`config.mk`:
```
export PLATFORM = sky130hd
export DESIGN_NAME = axi_ss_arbiter
export DESIGN_NICKNAME = d
export VERILOG_FILES = /design/src/rtl/axi_ss_arbiter.sv
export SDC_FILE = /design/constraint.sdc
export NUM_CORES = 1
export LEC_CHECK = 0
export BUFFER_PORTS_ARGS = -buffer_cell sky130_fd_sc_hd__buf_4
export CAP_MARGIN = 20
export CORE_MARGIN = 4
export CORE_UTILIZATION = 35
export CTS_BUF_LIST = sky130_fd_sc_hd__clkbuf_16
export CTS_CLUSTER_SIZE = 12
export DETAILED_ROUTE_END_ITERATION = 8
export HOLD_SLACK_MARGIN = 0.05
export PLACE_DENSITY = 0.66
export SYNTH_ARGS = -nofsm -noshare
export SYNTH_HDL_FRONTEND = slang
export SYNTH_SLANG_ARGS = --single-unit
export TNS_END_PERCENT = 20
```
`constraint.sdc`:
```
create_clock -name clk -period 8.78 [get_ports clk]
set_input_delay 2.195 -clock clk [delete_from_list [all_inputs] [get_ports clk]]
set_output_delay 2.195 -clock clk [all_outputs]
set_load 0.1 [all_outputs]
```
`src/rtl/axi_ss_arbiter.sv`:
```
// AXI4-Lite slave port bridged onto a simple request/grant slave bus.
// Single-entry AW/W/AR buffers feed a one-in-flight FSM with read/write round-robin.
module axi_ss_arbiter #(
  parameter int unsigned ADDR_W  = 32,
  parameter int unsigned DATA_W  = 32,
  parameter int unsigned TIMEOUT = 256
) (
  input  logic                clk,
  input  logic                reset,
  input  logic [ADDR_W-1:0]   s_awaddr,
  input  logic                s_awvalid,
  output logic                s_awready,
  input  logic [DATA_W-1:0]   s_wdata,
  input  logic [DATA_W/8-1:0] s_wstrb,
  input  logic                s_wvalid,
  output logic                s_wready,
  output logic [1:0]          s_bresp,
  output logic                s_bvalid,
  input  logic                s_bready,
  input  logic [ADDR_W-1:0]   s_araddr,
  input  logic                s_arvalid,
  output logic                s_arready,
  output logic [DATA_W-1:0]   s_rdata,
  output logic [1:0]          s_rresp,
  output logic                s_rlast,
  output logic                s_rvalid,
  input  logic                s_rready,
  output logic                ss_req,
  output logic                ss_we,
  output logic [DATA_W/8-1:0] ss_be,
  output logic [ADDR_W-1:0]   ss_addr,
  output logic [DATA_W-1:0]   ss_wdata,
  input  logic                ss_gnt,
  input  logic                ss_rvalid,
  input  logic [DATA_W-1:0]   ss_rdata,
  input  logic                ss_err
);

  localparam int unsigned StrbW       = DATA_W / 8;
  localparam logic [15:0] TimeoutLast = 16'(TIMEOUT - 1);

  typedef enum logic [1:0] {StIdle, StReq, StWait, StResp} state_e;

  state_e              state_q, state_d;
  logic                aw_full_q, aw_full_d;
  logic [ADDR_W-1:0]   aw_addr_q, aw_addr_d;
  logic                w_full_q, w_full_d;
  logic [DATA_W-1:0]   w_data_q, w_data_d;
  logic [StrbW-1:0]    w_strb_q, w_strb_d;
  logic                ar_full_q, ar_full_d;
  logic [ADDR_W-1:0]   ar_addr_q, ar_addr_d;
  logic                sel_wr_q, sel_wr_d;
  logic                last_wr_q, last_wr_d;
  logic [15:0]         cnt_q, cnt_d;
  logic [1:0]          resp_q, resp_d;
  logic [DATA_W-1:0]   rdata_q, rdata_d;

  logic wr_pend, rd_pend, timed_out, resp_hs;

  always_comb begin
    wr_pend   = aw_full_q & w_full_q;
    rd_pend   = ar_full_q;
    timed_out = (cnt_q == TimeoutLast);
    resp_hs   = (state_q == StResp) & (sel_wr_q ? s_bready : s_rready);
  end

  always_comb begin
    state_d   = state_q;
    aw_full_d = aw_full_q;
    aw_addr_d = aw_addr_q;
    w_full_d  = w_full_q;
    w_data_d  = w_data_q;
    w_strb_d  = w_strb_q;
    ar_full_d = ar_full_q;
    ar_addr_d = ar_addr_q;
    sel_wr_d  = sel_wr_q;
    last_wr_d = last_wr_q;
    cnt_d     = cnt_q;
    resp_d    = resp_q;
    rdata_d   = rdata_q;

    // Buffers accept independently of the FSM so they can refill during a transfer.
    if (s_awvalid && !aw_full_q) begin
      aw_full_d = 1'b1;
      aw_addr_d = s_awaddr;
    end
    if (s_wvalid && !w_full_q) begin
      w_full_d = 1'b1;
      w_data_d = s_wdata;
      w_strb_d = s_wstrb;
    end
    if (s_arvalid && !ar_full_q) begin
      ar_full_d = 1'b1;
      ar_addr_d = s_araddr;
    end

    unique case (state_q)
      StIdle: begin
        if (wr_pend || rd_pend) begin
          // On a tie, serve the opposite of whatever completed last.
          sel_wr_d = wr_pend & (~rd_pend | ~last_wr_q);
          cnt_d    = '0;
          state_d  = StReq;
        end
      end
      StReq, StWait: begin
        cnt_d = cnt_q + 16'd1;
        if (ss_rvalid && (ss_gnt || state_q == StWait)) begin
          state_d = StResp;
          resp_d  = ss_err ? 2'b10 : 2'b00;
          rdata_d = sel_wr_q ? '0 : ss_rdata;
        end else if (timed_out) begin
          state_d = StResp;
          resp_d  = 2'b10;
          rdata_d = '0;
        end else if (state_q == StReq && ss_gnt) begin
          state_d = StWait;
        end
      end
      StResp: begin
        if (resp_hs) begin
          state_d   = StIdle;
          last_wr_d = sel_wr_q;
          if (sel_wr_q) begin
            aw_full_d = 1'b0;
            w_full_d  = 1'b0;
          end else begin
            ar_full_d = 1'b0;
          end
        end
      end
      default: state_d = StIdle;
    endcase
  end

  always_ff @(posedge clk or posedge reset) begin
    if (reset) begin
      state_q   <= StIdle;
      aw_full_q <= 1'b0;
      aw_addr_q <= '0;
      w_full_q  <= 1'b0;
      w_data_q  <= '0;
      w_strb_q  <= '0;
      ar_full_q <= 1'b0;
      ar_addr_q <= '0;
      sel_wr_q  <= 1'b0;
      last_wr_q <= 1'b1;
      cnt_q     <= '0;
      resp_q    <= 2'b00;
      rdata_q   <= '0;
    end else begin
      state_q   <= state_d;
      aw_full_q <= aw_full_d;
      aw_addr_q <= aw_addr_d;
      w_full_q  <= w_full_d;
      w_data_q  <= w_data_d;
      w_strb_q  <= w_strb_d;
      ar_full_q <= ar_full_d;
      ar_addr_q <= ar_addr_d;
      sel_wr_q  <= sel_wr_d;
      last_wr_q <= last_wr_d;
      cnt_q     <= cnt_d;
      resp_q    <= resp_d;
      rdata_q   <= rdata_d;
    end
  end

  // Slave-side fields are zero outside REQ so the bus is quiet between requests.
  always_comb begin
    s_awready = ~aw_full_q;
    s_wready  = ~w_full_q;
    s_arready = ~ar_full_q;
    s_bvalid  = (state_q == StResp) & sel_wr_q;
    s_rvalid  = (state_q == StResp) & ~sel_wr_q;
    s_bresp   = resp_q;
    s_rresp   = resp_q;
    s_rdata   = rdata_q;
    s_rlast   = 1'b1;
    ss_req    = (state_q == StReq);
    ss_we     = ss_req & sel_wr_q;
    ss_addr   = '0;
    ss_be     = '0;
    ss_wdata  = '0;
    if (ss_req) begin
      ss_addr  = sel_wr_q ? aw_addr_q : ar_addr_q;
      ss_be    = sel_wr_q ? w_strb_q : '1;
      ss_wdata = sel_wr_q ? w_data_q : '0;
    end
  end

endmodule

```
== After elaboration in Yosys (flattened, before gate mapping) ==
Index checks and enable logic that the tools add are counted.

* Word-level logic and storage cells: 85
* Memory bits (read-only): 0
* Latch bits: 0
* RAM bits: 0
* Bits of input ports: 142
* Bits in registers: 157
* Output and inout port bits: 112
* Memories kept: 0

* Shifts and indexed selects: 0
* Reductions and logical operators: 19
* Divide/modulo/power cells: 0
* Equality and inequality tests: 7
* Multiplexer cells: 33
* Multiply operators: 0
* Order comparisons: 0
* $add $sub $neg: 1
* Bitwise gates (word level): 12

{| class="wikitable"
|+ Operator list
! operator !! number
|-
| $mux W32 || 7
|-
| $pmux W16 S2 || 1
|-
| $add A16 B1 Y16 const B || 1
|-
| $eq A16 B8 Y1 const B || 1
|-
| $mux W16 || 1
|-
| $mux W2 || 8
|-
| $mux W1 || 13
|-
| $mux W4 || 2
|-
| $reduce_and A2 Y1 || 4
|-
| $and A1 B1 Y1 || 6
|-
| $pmux W2 S3 || 1
|-
| $logic_and A1 B1 Y1 || 5
|-
| $not A1 Y1 || 5
|-
| $eq A2 B2 Y1 const B || 2
|-
| $ne A2 B2 Y1 const B || 2
|-
| $ne A4 B4 Y1 const B || 1
|-
| $reduce_bool A2 Y1 || 2
|-
| $logic_not A1 Y1 || 3
|-
| $reduce_and A3 Y1 || 1
|-
| $eq A2 B1 Y1 const B || 1
|-
| $logic_not A2 Y1 || 1
|-
| $logic_or A1 B1 Y1 || 2
|-
| $reduce_or A2 Y1 || 1
|-
| $or A1 B1 Y1 || 1
|}

== Logic depth before layout (Yosys ltp) ==
* Depth in word-level cells: 6
* Depth in mapped cells: 8
* Mapped depth without buffers: 6

== Worst setup path before layout ==
Ideal clock, no wire load.

* Kind: register to output
* From: register state_q[1]
* To: output port ss_be[0]
* Stages on the path, launching flop included: 5
* Required time: 6.585 ns
* Path slack: 2.740 ns
* Arrival time: 3.845 ns
* Cell sequence: dfrtp_1 > inv_1 > ha_1 > clkbuf_1 > a21boi_0

* Cells in the longest elaborated chain, start to end: 2

{| class="wikitable"
|+ Ends and longest elaborated chain
! element !! RTL line !! RTL
|-
| start: declaration || 44 || <nowiki>state_e state_q, state_d;</nowiki>
|-
| start signal: assignment || 138 || <nowiki>state_q <= StIdle;</nowiki>
|-
| start signal: assignment || 152 || <nowiki>state_q <= state_d;</nowiki>
|-
| $eq A2 B1 Y1 || 179 || <nowiki>ss_req = (state_q == StReq);</nowiki>
|-
| net ss_req || 28 || <nowiki>output logic ss_req,</nowiki>
|-
| $mux W4 || 184 || <nowiki>if (ss_req) begin</nowiki>
|-
| end: declaration || 30 || <nowiki>output logic [DATA_W/8-1:0] ss_be,</nowiki>
|}

The timed path passes the listed nets, and every way through them passes these cells.

== Final worst setup path ==
* From: register sel_wr_q
* To: output port ss_addr[10]

* Cells in the longest elaborated chain, start to end: 2

{| class="wikitable"
|+ Ends and longest elaborated chain
! element !! RTL line !! RTL
|-
| start: declaration || 52 || <nowiki>logic sel_wr_q, sel_wr_d;</nowiki>
|-
| start signal: assignment || 160 || <nowiki>sel_wr_q <= sel_wr_d;</nowiki>
|-
| $mux W32 || 185 || <nowiki>ss_addr = sel_wr_q ? aw_addr_q : ar_addr_q;</nowiki>
|-
| $mux W32 || 184 ||
|-
| end: declaration || 31 || <nowiki>output logic [ADDR_W-1:0] ss_addr,</nowiki>
|}

No other way between the ends.

==> results.ini <==
[min_path]
holdPathStages = 1
hp-start = w_data_q[10]
hold_path.class = reg2reg
holdPathEnd = w_data_q[10]

[worst_setup_path]
ff2ff_setup_slack_ns = 6.45
worst_ep_arrival_time_ns = 2.46
cp_slowest_cell = dfrtp_2
crit_path_frequent_cell = buf_4
cp_max_fo = 52
crit_path_start = sel_wr_q
worstReg2RegStart = state_q[0]
critPathLaunchType = flip-flop
r2r_cells = 6
r2r-end = cnt_q[12]
worst_ep_required_time_ns = 6.59
worstSetupPathType = reg2out
crit_chain = buf_4, mux2i_1, nor2b_1, buf_4
end_kind = primary output
cp_slowest_stage_delay_ns = 0.81

[clock_tree]
numCtsBuffers = 17
clk_latency_ns = 0.42
clock_sinks = 156
htreeDepth = 4
hold_buffers = 0
tritoncts = built
path_clk_slew_ns = 0.07
cts-root-buf = clkbuf_16
post-cts-setup-buffers = 0
clockBufferDepth = 2
cts_resized = 0

[timing]
worst_pin_slew_ns = 1.08
slew-limit-headroom_pct = 28.2
hold_slack_ns = 0.501
setup_viol = 0
fmax_mhz = 215
period_share_pct = 53.0
rsz0062_at_grt = no
hold_viol_final = 0
clock-skew-final_ns = 0.0132
fin_tns_setup_ns = 0
period_minus_slack_ns = 4.65
drv_slew = 0

[cells_and_area]
layout.cells.non_filler = 1076
antenna_cells = 0
syn2layout_area_growth_pct = 39.2
nNetsFinal = 945
drive_gt1_share_pct = 49.0
final_cell_mix = buf_4 (253), dfrtp_1 (154), mux2_2 (96)
layout_commonest_cell = buf_4
final_cell_area_sq_mm = 0.00979

[detailed_routing]
drc = 0
via_count = 5215
ant_nets = 0
routed_via_density = 4.85
wl_per_cell_microns = 16.8
dr.pass1.iters = 4
drt_iter0_drc = 216
routed_wl_microns = 18000

[floorplan]
io-pin-count = 254
die_x_microns = 150
die_y_microns = 150
start_util_pct = 35.9
placeableCoreArea_sq_mm = 0.0196
rows = 51
dieArea_sq_mm = 0.0224

[run_status]
run_status = completed

[placement]
port_buffers = 250
dp_hpwl_microns = 12600
place_inst = 1040
dpl_cell_area_sq_mm = 0.00912
globalplace.congestion = 0.749

[job]
drv_cap = 0

[synth]
yosys.cell_types.count = 47
synth_edf_count = 0
synth.avg_cell_area_sq_um = 12.6
ys_ff_latch = 156
synth-async-reset-ratio_pct = 100
ys.flop_type = dfrtp_1
syn_inst = 560
syn-cell-area_sq_mm = 0.00703
seq_area_frac_synth_pct = 55.5
yosys_warnings = 0

[grt]
grt_pass1_wl_microns = 28300
grt_start_max_net_pins = 80
track_usage_pct = 16.0
overflow = 0
grt_pass1_vias = 5306
antenna_found_initial = 0

[state kept, by name (all words and copies together), names as in the netlist]
name,flops
w_strb_q,4
last_wr_q,1
s_bresp,1
s_rdata,32
ar_addr_q,32
cnt_q,16
aw_addr_q,32
w_data_q,32
aw_full_q,1
ar_full_q,1
sel_wr_q,1
state_q,2
w_full_q,1
[cell usage after synthesis (2+ instances only)]
master | instances | share of area (%)
nand2_1 | 19 | 1.0
a31oi_1 | 4 | 0.36
clkbuf_1 | 26 | 1.4
dfrtp_1 | 155 | 55
o21a_1 | 3 | 0.32
or4_1 | 4 | 0.43
nand3_1 | 8 | 0.57
inv_1 | 16 | 0.85
nand2b_1 | 3 | 0.27
a21o_1 | 2 | 0.21
a2111oi_0 | 2 | 0.25
nand4_1 | 4 | 0.36
conb_1 | 2 | 0.11
and3_1 | 33 | 2.9
a211oi_1 | 3 | 0.32
nor2_1 | 12 | 0.64
mux2_2 | 96 | 15
ha_1 | 5 | 0.89
a22o_1 | 33 | 4.1
a21oi_1 | 8 | 0.57
buf_1 | 6 | 0.32
o211ai_1 | 3 | 0.32
a21boi_0 | 4 | 0.43
buf_4 | 4 | 0.43
buf_6 | 3 | 0.48
xnor2_1 | 5 | 0.62
mux2i_1 | 36 | 5.1
o21ai_0 | 7 | 0.50
nor2b_1 | 36 | 3.2
[cells by family after synthesis]
kind of cell               Yosys count  share of synthesized area (%)
AOI/OAI and AO/OA                   76                           8.40
xor gates and xnor gates             6                          0.747
adders and majority gates            5                          0.889
buffers and inverters               55                           3.47
DFF                                156                           55.5
muxes                              132                           20.5
other                                2                          0.107
and+or+nand+nor                    128                           10.4
[critical path, delay by kind of cell (launching register included)]
kind / cells / cell delay, ns
simple gates: 1 / 0.14
flops: 1 / 0.81
mux: 1 / 0.17
buf+inv: 2 / 0.88
[stage by stage]
| stage | setup WS [ns] | utilization [%] |
|---|---|---|
| 3_3_place_gp | 4.52 | 46.5 |
| 2_1_floorplan | 2.38 | - |
| 6_report | 4.13 | 50.0 |
| 4_1_cts | 4.03 | 49.6 |
| 3_5_place_dp | 4.49 | 46.5 |
| 5_1_grt | 3.90 | 50.0 |
[layout make-up]
class | count | area [sq um]
Clock buffer | 17 | 425
Clock inverter | 15 | 175
Fill cell | 1763 | 9800
Inverter | 16 | 65.1
Multi-Input combinational cell | 350 | 2920
Sequential cell | 156 | 3910
Tap cell | 265 | 332
Timing Repair Buffer | 257 | 1970
[how the worst max path moves through the flow]
stage / end / slack (ns) / cells after the start
6_report: ss_addr[10] / 4.13 / 4
5_1_grt: ss_addr[11] / 3.90 / 4
4_1_cts: ss_be[2] / 4.03 / 4
3_5_place_dp: ss_be[2] / 4.49 / 4
3_3_place_gp: ss_addr[11] / 4.52 / 4
2_1_floorplan: ar_addr_q[0] / 2.38 / 1
[per-layer routing]
layer	routed length, microns	GRT usage (%)	vias to the layer above
met5	0	0	-
met2	8850	26.1	147
met3	1130	4.66	15
met4	205	3.89	0
met1	7850	21.2	2580
li1	-	-	2473
Power is not shown: default switching activity piles up to over one toggle a cycle in this logic, so the estimate is an artifact.
